`config.mk`:
```
export PLATFORM = sky130hd
export DESIGN_NAME = mem_access_stage
export DESIGN_NICKNAME = d
export VERILOG_FILES = /design/src/rtl/cpu_pkg.sv /design/src/rtl/sat_counter.sv /design/src/rtl/mem_access_stage.sv
export SDC_FILE = /design/constraint.sdc
export NUM_CORES = 1
export LEC_CHECK = 0
export CAP_MARGIN = 20
export CORE_ASPECT_RATIO = 0.9
export CORE_UTILIZATION = 44
export CTS_CLUSTER_SIZE = 16
export DETAILED_ROUTE_END_ITERATION = 6
export HOLD_SLACK_MARGIN = 0.12
export PLACE_DENSITY = 0.92
export SKIP_LAST_GASP = 1
export SLEW_MARGIN = 25
export SYNTH_ARGS = -nofsm -noshare
export SYNTH_HDL_FRONTEND = slang
export SYNTH_SLANG_ARGS = --single-unit
```
`constraint.sdc`:
```
create_clock -name clock -period 4 [get_ports clock]
set_input_delay 0.4 -clock clock [delete_from_list [all_inputs] [get_ports clock]]
set_output_delay 0.4 -clock clock [all_outputs]
set_load 0.01 [all_outputs]
```
`src/rtl/cpu_pkg.sv`:
```
// Shared constants and stage state encoding for the 16-bit pipelined CPU.
package cpu_pkg;
  localparam int CPU_DATA_W = 16;
  localparam int CPU_ADDR_W = 8;
  localparam int CPU_REG_W  = 3;
  localparam int CPU_CNT_W  = 16;

  typedef enum logic {
    ST_RUN   = 1'b0,
    ST_FAULT = 1'b1
  } stage_state_t;
endpackage

```
`src/rtl/sat_counter.sv`:
```
// Saturating up-counter with synchronous active-low reset; sticks at all-ones.
module sat_counter #(
  parameter int W = 16
) (
  input  logic         clk,
  input  logic         rst_n,
  input  logic         inc,
  output logic [W-1:0] count
);
  logic [W-1:0] r_count;

  always_ff @(posedge clk) begin
    if (!rst_n) begin
      r_count <= '0;
    end else if (inc && (r_count != {W{1'b1}})) begin
      r_count <= r_count + W'(1);
    end
  end

  assign count = r_count;
endmodule

```
`src/rtl/mem_access_stage.sv`:
```
// MEM stage: drives the data memory from the EX/MEM entry, builds the MEM/WB
// register, traps out-of-range memory ops into FAULT and counts retired loads/stores.
//
// Handshake: an EX/MEM entry transfers on a posedge where ex_valid && ex_ready;
// ex_ready is low during wb_stall, in FAULT and while reset_n is low, and upstream
// must hold its entry unchanged until it transfers. wb_valid presents one MEM/WB
// entry per cycle; wb_stall freezes it.
module mem_access_stage
  import cpu_pkg::*;
#(
  parameter int DATA_W = CPU_DATA_W,
  parameter int ADDR_W = CPU_ADDR_W,
  parameter int REG_W  = CPU_REG_W,
  parameter int CNT_W  = CPU_CNT_W
) (
  input  logic              clock,
  input  logic              reset_n,
  input  logic              flush,
  input  logic              ex_valid,
  input  logic              ex_is_load,
  input  logic              ex_is_store,
  input  logic [DATA_W-1:0] ex_alu,
  input  logic [DATA_W-1:0] ex_store_data,
  input  logic [REG_W-1:0]  ex_rd,
  input  logic              ex_reg_write,
  output logic              ex_ready,
  input  logic              wb_stall,
  output logic [ADDR_W-1:0] mem_address,
  output logic              mem_we,
  output logic [DATA_W-1:0] mem_wdata,
  input  logic [DATA_W-1:0] mem_rdata,
  output logic              wb_valid,
  output logic [REG_W-1:0]  wb_rd,
  output logic              wb_reg_write,
  output logic [DATA_W-1:0] wb_data,
  output logic              fault,
  output logic [DATA_W-1:0] fault_addr,
  output logic [CNT_W-1:0]  load_count,
  output logic [CNT_W-1:0]  store_count,
  output stage_state_t      dbg_state
);
  stage_state_t      r_state;
  stage_state_t      w_state_nxt;
  logic              w_run;
  logic              w_ready;
  logic              w_addr_ok;
  logic              w_accept;
  logic              w_memop;
  logic              w_fault_evt;
  logic              w_is_load;
  logic              w_ld_inc;
  logic              w_st_inc;
  logic              r_wb_valid;
  logic [REG_W-1:0]  r_wb_rd;
  logic              r_wb_reg_write;
  logic [DATA_W-1:0] r_wb_data;
  logic [DATA_W-1:0] r_fault_addr;

  // A set store bit wins when both op bits are asserted.
  assign w_is_load   = ex_is_load & ~ex_is_store;
  assign w_addr_ok   = (ex_alu[DATA_W-1:ADDR_W] == '0);
  assign w_accept    = ex_valid & w_ready;
  assign w_memop     = w_accept & (ex_is_load | ex_is_store);
  assign w_fault_evt = w_memop & ~w_addr_ok;

  always_ff @(posedge clock) begin
    if (!reset_n) begin
      r_state <= ST_RUN;
    end else begin
      r_state <= w_state_nxt;
    end
  end

  always_comb begin
    w_state_nxt = r_state;
    if (flush) begin
      w_state_nxt = ST_RUN;
    end else if (w_fault_evt) begin
      w_state_nxt = ST_FAULT;
    end
  end

  // reset_n gates ready so nothing is written to memory during a reset cycle.
  always_comb begin
    w_run   = (r_state == ST_RUN);
    w_ready = reset_n & ~wb_stall & w_run;
    fault   = ~w_run;
  end

  assign ex_ready    = w_ready;
  assign mem_address = ex_alu[ADDR_W-1:0];
  assign mem_wdata   = ex_store_data;
  assign mem_we      = ex_valid & ex_is_store & w_addr_ok & w_ready;
  assign dbg_state   = r_state;

  always_ff @(posedge clock) begin
    if (!reset_n) begin
      r_wb_valid     <= 1'b0;
      r_wb_rd        <= '0;
      r_wb_reg_write <= 1'b0;
      r_wb_data      <= '0;
    end else if (flush) begin
      r_wb_valid <= 1'b0;
    end else if (!wb_stall) begin
      if (w_accept && !w_fault_evt) begin
        r_wb_valid     <= 1'b1;
        r_wb_rd        <= ex_rd;
        r_wb_reg_write <= ex_reg_write & ~ex_is_store;
        r_wb_data      <= w_is_load ? mem_rdata : ex_alu;
      end else begin
        r_wb_valid <= 1'b0;
      end
    end
  end

  always_ff @(posedge clock) begin
    if (!reset_n) begin
      r_fault_addr <= '0;
    end else if (w_fault_evt && !flush) begin
      r_fault_addr <= ex_alu;
    end
  end

  assign wb_valid     = r_wb_valid;
  assign wb_rd        = r_wb_rd;
  assign wb_reg_write = r_wb_reg_write;
  assign wb_data      = r_wb_data;
  assign fault_addr   = r_fault_addr;

  // A flushed entry is discarded, so it does not retire and is not counted.
  assign w_ld_inc = w_memop & w_addr_ok & w_is_load & ~flush;
  assign w_st_inc = w_memop & w_addr_ok & ex_is_store & ~flush;

  sat_counter #(.W(CNT_W)) u_load_cnt (
    .clk   (clock),
    .rst_n (reset_n),
    .inc   (w_ld_inc),
    .count (load_count)
  );

  sat_counter #(.W(CNT_W)) u_store_cnt (
    .clk   (clock),
    .rst_n (reset_n),
    .inc   (w_st_inc),
    .count (store_count)
  );
endmodule

```
Yosys cells after proc, flatten, opt, wreduce, memory -nomap -nowiden
Cells that the tools add are included. Widths: inputs -> output; s select.

Register bits: 70. Input bits: 59. Output and inout bits: 97. Logic and storage cells: 45.

Add/sub/neg operators: 2. Equal/unequal tests: 2. Mux-type cells: 2. Bitwise gates (word level): 22. Reduce and logical (&&, ||, !) cells: 9.

Operator list (count): $add 16x1->16 const B (2); $ne 16x16->1 const B (2); $mux 16 (1); $and 1x1->1 (15); $logic_not 8->1 (1); $not 1->1 (6); $logic_and 1x1->1 (4); $reduce_and 3->1 (1); $logic_not 1->1 (2); $reduce_or 2->1 (1); $mux 1 (1); $or 1x1->1 (1).

Logic depth before layout (Yosys ltp)
Gate-level depths: netlist of run 1.

Word-level depth: 9. Depth in mapped cells: 8. Gate-level depth less buffers: 6.

Cells and area by module
A second synthesis of run 1 with hierarchy kept.

Cells, all modules: 413. Area, all modules: 3649.8 sq um.

Modules (own cells, without submodules): mem_access_stage (instances 1, cells each 219, area each 1975.6 sq um, seq. area each 760.7 sq um); sat_counter (instances 2, cells each 97, area each 837.1 sq um, seq. area each 320.3 sq um).

Worst setup path after synthesis of run 1
No wires, ideal clock.

Path kind: register to register. From: reg u_store_cnt.r_count[0], in the netlist u_store_cnt.count[0]. To: reg u_store_cnt.r_count[1], in the netlist u_store_cnt.count[1]. Library setup time: 128 ps. Arrival: 1888 ps. Data required time: 3872 ps. Setup slack: 1984 ps. Stages on the path, launching flop included: 9. Period minus slack after synthesis: 2016 ps. Path through: dfxtp_1 ha_1 and2_1 nand4_1 o311ai_1 buf_2 buf_2 mux2i_1 nor2_1.

Longest elaborated chain between the ends: 2. Elaborated cells between the ends (all ways): 3. Classes of those cells: add/sub (1); eq/ne (1); reduce/logical (1).

Ends and longest elaborated chain: start, declared (line sat_counter.sv:10) `logic [W-1:0] r_count;`; start signal, assigned (line sat_counter.sv:16) `r_count <= r_count + W'(1);`; branches (longest 2 deep; another with $add 16x1->16).

Parallel ways; which one is timed is not known. A chain may end at the register's enable or synchronous reset.

Worst setup path after layout of run 1
From: in ex_alu[12]. To: out mem_we.

Longest elaborated chain between the ends: 3.

Ends and longest elaborated chain: start, declared (line mem_access_stage.sv:22) `input logic [DATA_W-1:0] ex_alu,`; $logic_not 8->1 (line mem_access_stage.sv:61) `assign w_addr_ok = (ex_alu[DATA_W-1:ADDR_W] == '0);`; $and 1x1->1 (2 in series) (line mem_access_stage.sv:93) `assign mem_we = ex_valid & ex_is_store & w_addr_ok & w_ready;`; end, declared (line mem_access_stage.sv:29) `output logic mem_we,`.

Every way passes these cells.

==> results.json, run 1 <==
{
  "outcome": "finished clean",
  "p_switching_mw": 0.314,
  "endpoint_kind": "output pin",
  "slew_violations": 0,
  "vias": 3230,
  "worst_slew_pin_slew_ns": 0.714,
  "dp.cells": 567,
  "gp_congestion": 0.835,
  "synthTopCellsByArea": "dfxtp_1 (42%), mux2i_1 (6.6%), a21oi_1 (5.7%)",
  "p_per_area_nw_per_um2": 287,
  "cts-root-buf": "clkbuf_8",
  "clock_path_buffers": 2,
  "vdd_drop_max_v": 0.000188,
  "rr_startpoint": "dbg_state",
  "fin_nets": 546,
  "antenna_found_initial": 0,
  "syn_area_sq_um": 3320,
  "rsz0062_at_grt": "no",
  "fin_cells": 583,
  "cts_setup_buffers": 0,
  "yosys-top-cells-count": "dfxtp_1 (70), nand2_1 (50), a21oi_1 (38)",
  "ys_types": 45,
  "power_leakage_nw": 1.48,
  "finalSetupTns_ns": 0,
  "ys.flop_type": "dfxtp_1",
  "num_io_pins": 156,
  "numPortBuffers": 123,
  "use_met2_pct": 39.6,
  "routedWlPerCell_um": 15.6,
  "synth_top_area_share_pct": 42.2,
  "worstPathRequired_ns": 3.60,
  "p_clk_share_pct": 37.1,
  "hpwlAfterDp_um": 6670,
  "hold_path.class": "reg -> reg",
  "fin_hold_ws_ns": 0.461,
  "crit_type": "in -> out",
  "p_comb_share_pct": 9.7,
  "whs_endpoint": "fault_addr[15]",
  "ant_nets": 0,
  "r2r_cells": 5,
  "fmax_mhz": 368,
  "avgViaCountPerCell": 5.54,
  "p_seq_share_pct": 53.2,
  "syn_inst": 391,
  "wirelength_um": 9120,
  "rows": 29,
  "path_max_fanout": 4,
  "gr-usage-met1_pct": 30.4,
  "clk_latency_ns": 0.34,
  "grt_pass1_wl_um": 14800,
  "grt_overflow_total": 0,
  "drc": 0,
  "cts.sinks": 70,
  "grt_pass1_vias": 2987,
  "postCtsResizedCells": 0,
  "cts_tree": "built",
  "dr.pass1.iters": 4,
  "setup_viol": 0,
  "min_period_ns": 2.72,
  "synth-edff-count": 0,
  "async_flop_share_pct": 0,
  "yosysSeqAreaShare_pct": 42.2,
  "cts-hold-fix-buffers": 0,
  "dieHeight_um": 84.4,
  "synth.most_common_cell": "dfxtp_1",
  "hold_violations": 0,
  "cts_buffers": 9,
  "crit_arrival_ns": 2.32,
  "ys_ff_latch": 70,
  "synth_area_per_cell_sq_um": 8.49,
  "die-area_sq_um": 7900,
  "area_delta_synth_final_pct": 39.1,
  "switching_share_pct": 23.7,
  "cts-htree-levels": 3,
  "power_mw": 1.33,
  "cp-start-kind": "primary input",
  "rr_endpoint": "u_load_cnt.count[13]",
  "path_clk_slew_ns": 0.07,
  "grt_max_degree": 62,
  "synth_area_leader_cell": "dfxtp_1",
  "drv_cap": 0,
  "slew_headroom_pct": 52.4,
  "fp.dieW_um": 93.6,
  "yosys_warnings": 0,
  "whs_path_depth": 2,
  "drtIter0Drc": 197,
  "grt_use_met3_pct": 7.61,
  "track_usage_pct": 23.8,
  "antenna_cells": 0,
  "fin_crit_sh_pct": 67.9,
  "synthesis.nets": 452,
  "initial_utilization_pct": 46.2,
  "grt.busiest_layer": "met2",
  "drive_above_1_share_pct": 5.92,
  "core_area_sq_um": 7180,
  "fin_skew_ns": 0.00929,
  "power.internal_mw": 1.01,
  "hp-start": "fault_addr[15]",
  "reg2reg_slack_ns": 1.55
}
[cell families after synthesis]
kind of cell / synth area share [%]
simple gates: 23.1
flops: 42.2
compound gates: 17.7
xor+xnor: 0.528
mux: 6.63
buf+inv: 9.08
fa+ha+maj: 0.753
[through the flow]
stage | area [sq um] | util [%] | worst slack, ns
finish | 4620 | 64.3 | 1.28
global placement | 4440 | 61.8 | 0.981
detailed placement | 4440 | 61.8 | 0.817
floorplan | 3320 | - | 1.98
global route | 4620 | 64.3 | 1.11
CTS | 4600 | 64.1 | 1.17
[critical path: stages]
cell             delay, ns
clkdlybuf4s50_1       0.47
nor4_1                0.42
and3_1                0.28
and3_1                0.20
clkdlybuf4s50_1       0.54
[layout by cell type (no fill, tap or decap), types with 2 or more instances in the layout]
master / count
clkdlybuf4s50_1: 123
dfxtp_1: 70
nand2_1: 50
a21oi_1: 38
nor2_1: 30
mux2i_1: 22
a211oi_1: 17
or4_1: 11
or3_1: 11
clkbuf_8: 10
nand3_1: 9
o31ai_1: 9
nand4_1: 7
o21ai_1: 7
inv_1: 5
o21a_1: 5
o21ai_0: 5
buf_4: 5
nor4_1: 4
and3_1: 4
nand2b_1: 4
nor3_1: 3
and4_1: 3
and2_1: 3
nor2_2: 3
clkinv_2: 3
o21bai_1: 2
or4_4: 2
xor2_1: 2
o311ai_1: 2
o41ai_1: 2
ha_1: 2
clkbuf_1: 2
[power by group through the flow]
stage / clock network (mW) / registers, mW / logic, mW
2_1_floorplan: 0 / 0.724 / 0.0659
3_3_place_gp: 0 / 0.721 / 0.125
3_5_place_dp: 0 / 0.721 / 0.127
4_1_cts: 0.506 / 0.705 / 0.128
5_1_grt: 0.543 / 0.706 / 0.137
6_report: 0.493 / 0.706 / 0.129
[flip-flops by register name, summed over array words and instances (netlist names)]
register           count
dbg_state              1
wb_data               16
wb_valid               1
u_load_cnt.count      16
fault_addr            16
wb_rd                  3
wb_reg_write           1
u_store_cnt.count     16
[layer usage]
| metal | up-vias | wire length, um |
|---|---|---|
| li1 | 1581 | - |
| met1 | 1509 | 3940 |
| met2 | 132 | 4500 |
| met3 | 8 | 636 |
| met4 | 0 | 44 |
| met5 | - | 0 |
[worst max-delay path by stage]
stage / from / cells past startpoint / to
floorplan: u_store_cnt.count[0] / 8 / u_store_cnt.count[1]
global route: ex_alu[12] / 5 / mem_we
detailed placement: wb_stall / 6 / u_load_cnt.count[13]
finish: ex_alu[12] / 5 / mem_we
CTS: wb_stall / 6 / u_load_cnt.count[5]
global placement: wb_stall / 6 / u_load_cnt.count[6]
[final cells by class]
cell class | count | area [sq um]
Tap cell | 93 | 116
Clock inverter | 4 | 22.5
Inverter | 6 | 22.5
Fill cell | 597 | 2570
Clock buffer | 12 | 145
Multi-Input combinational cell | 270 | 1640
Sequential cell | 70 | 1400
Timing Repair Buffer | 128 | 1270
(Power assumes the default switching activity.)
==> run 2: changes to the inputs <==
CORE_UTILIZATION = 37   (was 44)
PLACE_DENSITY = 0.83   (was 0.92)
clock period = 2.4 ns   (was 4 ns; I/O delays follow)
==> run 2 against run 1 <==
Setup slack worse by 1.1 ns. Highest routed layer is now met5. Largest cell class unchanged. Largest power group is now the clock network. Count of clock-buffer cells in the layout is 3 lower. Core utilization is 7.2 points lower. Critical endpoint unchanged. Critical path type unchanged. Hold slack better by 0.0015 ns.
==> results.json, run 2 (synthesized netlist as in run 1, its figures left out) <==
{
  "outcome": "finished clean",
  "rr_startpoint": "u_store_cnt.count[1]",
  "worstPathRequired_ns": 2.16,
  "r2r_cells": 7,
  "grt_max_degree": 62,
  "cts.sinks": 70,
  "drtIter0Drc": 121,
  "crit_slowest_cell": "clkdlybuf4s50_1",
  "endpoint_kind": "output pin",
  "slew_violations": 0,
  "cp-start-kind": "primary input",
  "dr.pass1.iters": 4,
  "gp_congestion": 0.845,
  "regArea_sq_um": 1400,
  "rr_endpoint": "u_store_cnt.count[1]",
  "crit_arrival_ns": 1.97,
  "cts_buffers": 9,
  "avgViaCountPerCell": 5.33,
  "drv_cap": 0,
  "drc": 0,
  "hold_violations": 0,
  "path_max_fanout": 3,
  "timing.final.ws_setup_ns": 0.188,
  "core_area_sq_um": 8650,
  "fin_area_sq_um": 4930,
  "fp.dieW_um": 102,
  "grt_pass1_vias": 3198,
  "crit_type": "in -> out",
  "reg2reg_slack_ns": 0.23,
  "ant_nets": 0,
  "cts-root-buf": "clkbuf_8",
  "whs_endpoint": "fault_addr[9]",
  "area_delta_synth_final_pct": 48.6,
  "dp.cells": 613,
  "grt_pass1_wl_um": 15600,
  "p_per_area_nw_per_um2": 538,
  "path_delay_family": "buffers and inverters",
  "multi_input_area_sq_um": 1660,
  "drive_above_1_share_pct": 10.2,
  "num_io_pins": 156,
  "initial_utilization_pct": 38.4,
  "wirelength_um": 9840,
  "cp_num_buf_inv": 4,
  "place_area_sq_um": 4640,
  "clock_path_buffers": 2,
  "routedWlPerCell_um": 15.7,
  "slew_headroom_pct": 55.0,
  "fin_crit_sh_pct": 92.2,
  "worst_slew_pin_slew_ns": 0.674,
  "hold_path.class": "reg -> reg",
  "grt_overflow_total": 0,
  "path_clk_slew_ns": 0.07,
  "cts_tree": "built",
  "layout_common_cells": "clkdlybuf4s50_1 (122), dfxtp_1 (70), nand2_1 (50), a21oi_1 (38), nor2_1 (30)",
  "hp-start": "fault_addr[9]",
  "fin_skew_ns": 0.00591,
  "dieHeight_um": 91.9,
  "clk_latency_ns": 0.34,
  "min_period_ns": 2.21,
  "cts-htree-levels": 3,
  "numPortBuffers": 123,
  "power_leakage_nw": 1.63,
  "crit_chain": "clkdlybuf4s50_1 > buf_4 > nor4_4 > buf_4 > and3_1 > and3_1 > dlygate4sd2_1",
  "hpwlAfterDp_um": 7110,
  "antenna_found_initial": 1,
  "rows": 32,
  "track_usage_pct": 21.5,
  "fmax_mhz": 452,
  "rsz0062_at_grt": "no",
  "vdd_drop_max_v": 0.000394,
  "fin_cells": 628,
  "die-area_sq_um": 9360,
  "dp_slack_ns": -0.185,
  "fin_nets": 566,
  "whs_path_depth": 2,
  "antenna_cells": 0,
  "nFillCells": 806,
  "final_common_cell": "clkdlybuf4s50_1",
  "cp_slowest_stage_delay_ns": 0.43,
  "setup_viol": 0,
  "vias": 3347
}
## run 2: what timing repair did
action,in CTS,in global routing
endpoints found under the setup margin,1,1
buffers inserted,0,0
resized for setup,4,1
hold buffers,0,0
## run 2: stage by stage
| step | TNS [ns] | util (%) | total power, mW | hold WS (ns) |
|---|---|---|---|---|
| 2_1_floorplan | 0 | - | 1.32 | 0.376 |
| 3_3_place_gp | -2.28 | 53.7 | 1.43 | 0.442 |
| 3_5_place_dp | -3.93 | 53.7 | 1.43 | 0.452 |
| 4_1_cts | 0 | 56.9 | 2.68 | 0.464 |
| 5_1_grt | 0 | 57.1 | 2.75 | 0.480 |
| 6_report | 0 | 57.1 | 2.66 | 0.462 |
## run 2: routing by layer
metal,global-route usage [%],up-vias,part of all wire [%]
li1,-,1612,-
met1,26.2,1587,41
met2,35.2,124,49
met3,6.48,22,7.7
met4,8.21,2,2.0
met5,0,-,0.18
## run 2: power by group
group	internal (mW)	leakage [nW]	switching (mW)
Sequential	1.17	0.564	0.00517
Combinational	0.133	0.938	0.101
Clock	0.792	0.130	0.454
## run 2: area by class of cell
cell class / instances / share of cell area, %
Clock buffer: 9 / 2.51
Clock inverter: 6 / 2.71
Inverter: 6 / 0.456
Sequential cell: 70 / 28.4
Timing Repair Buffer: 148 / 29.2
Multi-Input combinational cell: 270 / 33.7
Tap cell: 119 / 3.02
## run 2: how the worst max path moves through the flow
stage	from	end	slack [ns]	cells after the start
6_report	ex_alu[11]	mem_we	0.19	7
3_3_place_gp	ex_alu[11]	mem_we	-0.15	7
4_1_cts	u_store_cnt.count[1]	u_store_cnt.count[1]	0.12	7
5_1_grt	u_store_cnt.count[1]	u_store_cnt.count[1]	0.09	7
3_5_place_dp	ex_valid	fault_addr[11]	-0.19	6
2_1_floorplan	u_store_cnt.count[0]	u_store_cnt.count[1]	0.38	8
## run 2: worst min-delay path, stage by stage, from the launching register on
cell	delay, ns
dfxtp_1	0.31
nand2_1	0.05
a21oi_1	0.05
==> run 3: changes to the inputs <==
CORE_UTILIZATION = 44   (was 37)
PLACE_DENSITY = 0.92   (was 0.83)
clock period = 2.85 ns   (was 2.4 ns; I/O delays follow)
==> run 3 against run 2 <==
First-iteration DRC count increased by 1.7%. Register-to-register slack improved by 0.31 ns. Combinational power decreased by 23%. Sequential share of layout area increased by 1.6 points. Largest power group is now registers. Sequential power decreased by 16%. Cell count decreased by 6.8%. Hold slack got worse by 0.0066 ns. Die area decreased by 16%. Core utilization increased by 8.1 points. Clock power decreased by 31%. Critical endpoint unchanged. Via count decreased by 2.9%.
==> results.json, run 3 (synthesized netlist as in run 1, its figures left out) <==
{
  "rsz0062_at_grt": "no",
  "rows": 29,
  "initial_utilization_pct": 46.2,
  "antenna_found_initial": 0,
  "grt_pass1_wl_um": 14200,
  "crit_arrival_ns": 2.21,
  "dieHeight_um": 84.4,
  "worst_slew_pin_slew_ns": 0.680,
  "utilization_pct": 65.1,
  "crit_type": "in -> out",
  "drtIter0Drc": 123,
  "setup_viol": 0,
  "grt_pass1_vias": 3010,
  "power.internal_mw": 1.58,
  "fin_crit_sh_pct": 87.5,
  "cts_buffers": 9,
  "numPortBuffers": 123,
  "avgViaCountPerCell": 5.56,
  "num_io_pins": 156,
  "path_max_fanout": 4,
  "hpwlAfterDp_um": 6500,
  "finalSetupTns_ns": 0,
  "layout_common_cells": "clkdlybuf4s50_1 (123), dfxtp_1 (70), nand2_1 (50), a21oi_1 (38), nor2_1 (31)",
  "cts.sinks": 70,
  "p_clk_share_pct": 42.5,
  "area_delta_synth_final_pct": 40.9,
  "worstPathRequired_ns": 2.57,
  "routedWlPerCell_um": 15.3,
  "core_area_sq_um": 7180,
  "clk_latency_ns": 0.34,
  "switching_share_pct": 22.5,
  "min_period_ns": 2.49,
  "grt_max_degree": 62,
  "drv_cap": 0,
  "vias": 3250,
  "clock_path_buffers": 2,
  "grt_overflow_total": 0,
  "cts_setup_buffers": 0,
  "antenna_cells": 0,
  "drc": 0,
  "dr.pass1.iters": 4,
  "p_per_area_nw_per_um2": 435,
  "drive_above_1_share_pct": 6.30,
  "hold_violations": 0,
  "cts-root-buf": "clkbuf_8",
  "postCtsResizedCells": 0,
  "p_comb_share_pct": 8.9,
  "p_seq_share_pct": 48.6,
  "slew_headroom_pct": 54.6,
  "endpoint_kind": "output pin",
  "place_area_sq_um": 4460,
  "power_leakage_nw": 1.51,
  "path_clk_slew_ns": 0.07,
  "cp-start-kind": "primary input",
  "fin_nets": 548,
  "outcome": "finished clean",
  "gp_congestion": 0.791,
  "fmax_mhz": 401,
  "cts-hold-fix-buffers": 0,
  "cts-htree-levels": 3,
  "slew_violations": 0,
  "vdd_drop_max_v": 0.000304,
  "die-area_sq_um": 7900,
  "hold_path.class": "reg -> reg",
  "ant_nets": 0,
  "fp.dieW_um": 93.6,
  "wirelength_um": 8960,
  "track_usage_pct": 22.6,
  "p_switching_mw": 0.459,
  "fin_skew_ns": 0.00965,
  "final_common_cell": "clkdlybuf4s50_1",
  "fin_area_sq_um": 4680,
  "cts_tree": "built"
}
run 3: cell count changes in the layout (fill, tap and decap cells not counted), sizes merged:
cell | before | now
dlygate4sd2 | 1 | 0
clkinvlp | 0 | 1
clkbuf | 9 | 10
buf | 25 | 7
bufinv | 4 | 2
clkinv | 1 | 3
inv | 7 | 6
clkdlybuf4s50 | 122 | 123
run 3: cell type report:
type / instances / area, sq um
repair buffers: 130 / 1300
fillers: 592 / 2510
flip-flops and latches: 70 / 1400
inverters: 6 / 22.5
well taps: 93 / 116
clock inverters: 6 / 86.3
multi-input cells: 270 / 1630
clock buffers: 10 / 128
run 3: path summary, 6_finish.rpt:
kind	startpoint	endpoint	slack (ns)	cells after the start
hold reg to reg	fault_addr[5]	fault_addr[5]	0.46	2
setup / recovery	ex_alu[11]	mem_we	0.36	5
hold / removal	fault_addr[5]	fault_addr[5]	0.46	2
setup reg to reg	u_store_cnt.count[0]	u_store_cnt.count[1]	0.54	7
run 3: metal layers:
layer | track usage (%) | up-vias | share of wire [%]
li1 | - | 1589 | -
met1 | 27.6 | 1524 | 43
met2 | 37.9 | 122 | 48
met3 | 6.88 | 15 | 7.3
met4 | 7.55 | 0 | 1.4
met5 | 0 | - | 0
run 3: per-stage QoR:
stage	cells	total power, mW	setup slack (ns)	hold WS [ns]
3_3_place_gp	569	1.19	0.331	0.442
2_1_floorplan	391	1.11	0.834	0.421
4_1_cts	585	2.05	0.359	0.459
5_1_grt	585	2.10	0.282	0.483
3_5_place_dp	569	1.19	0.244	0.448
6_report	585	2.04	0.357	0.456
run 3: worst max-delay path, cell delays in order:
cell	delay [ns]
clkdlybuf4s50_1	0.48
nor4_1	0.42
and3_1	0.29
and3_1	0.20
clkdlybuf4s50_1	0.54
run 3: power by group through the flow:
stage	Sequential, mW	Combinational (mW)	Clock, mW
2_1_floorplan	1.02	0.0925	0
3_3_place_gp	1.01	0.177	0
3_5_place_dp	1.01	0.180	0
4_1_cts	0.990	0.181	0.878
5_1_grt	0.990	0.193	0.916
6_report	0.990	0.181	0.866
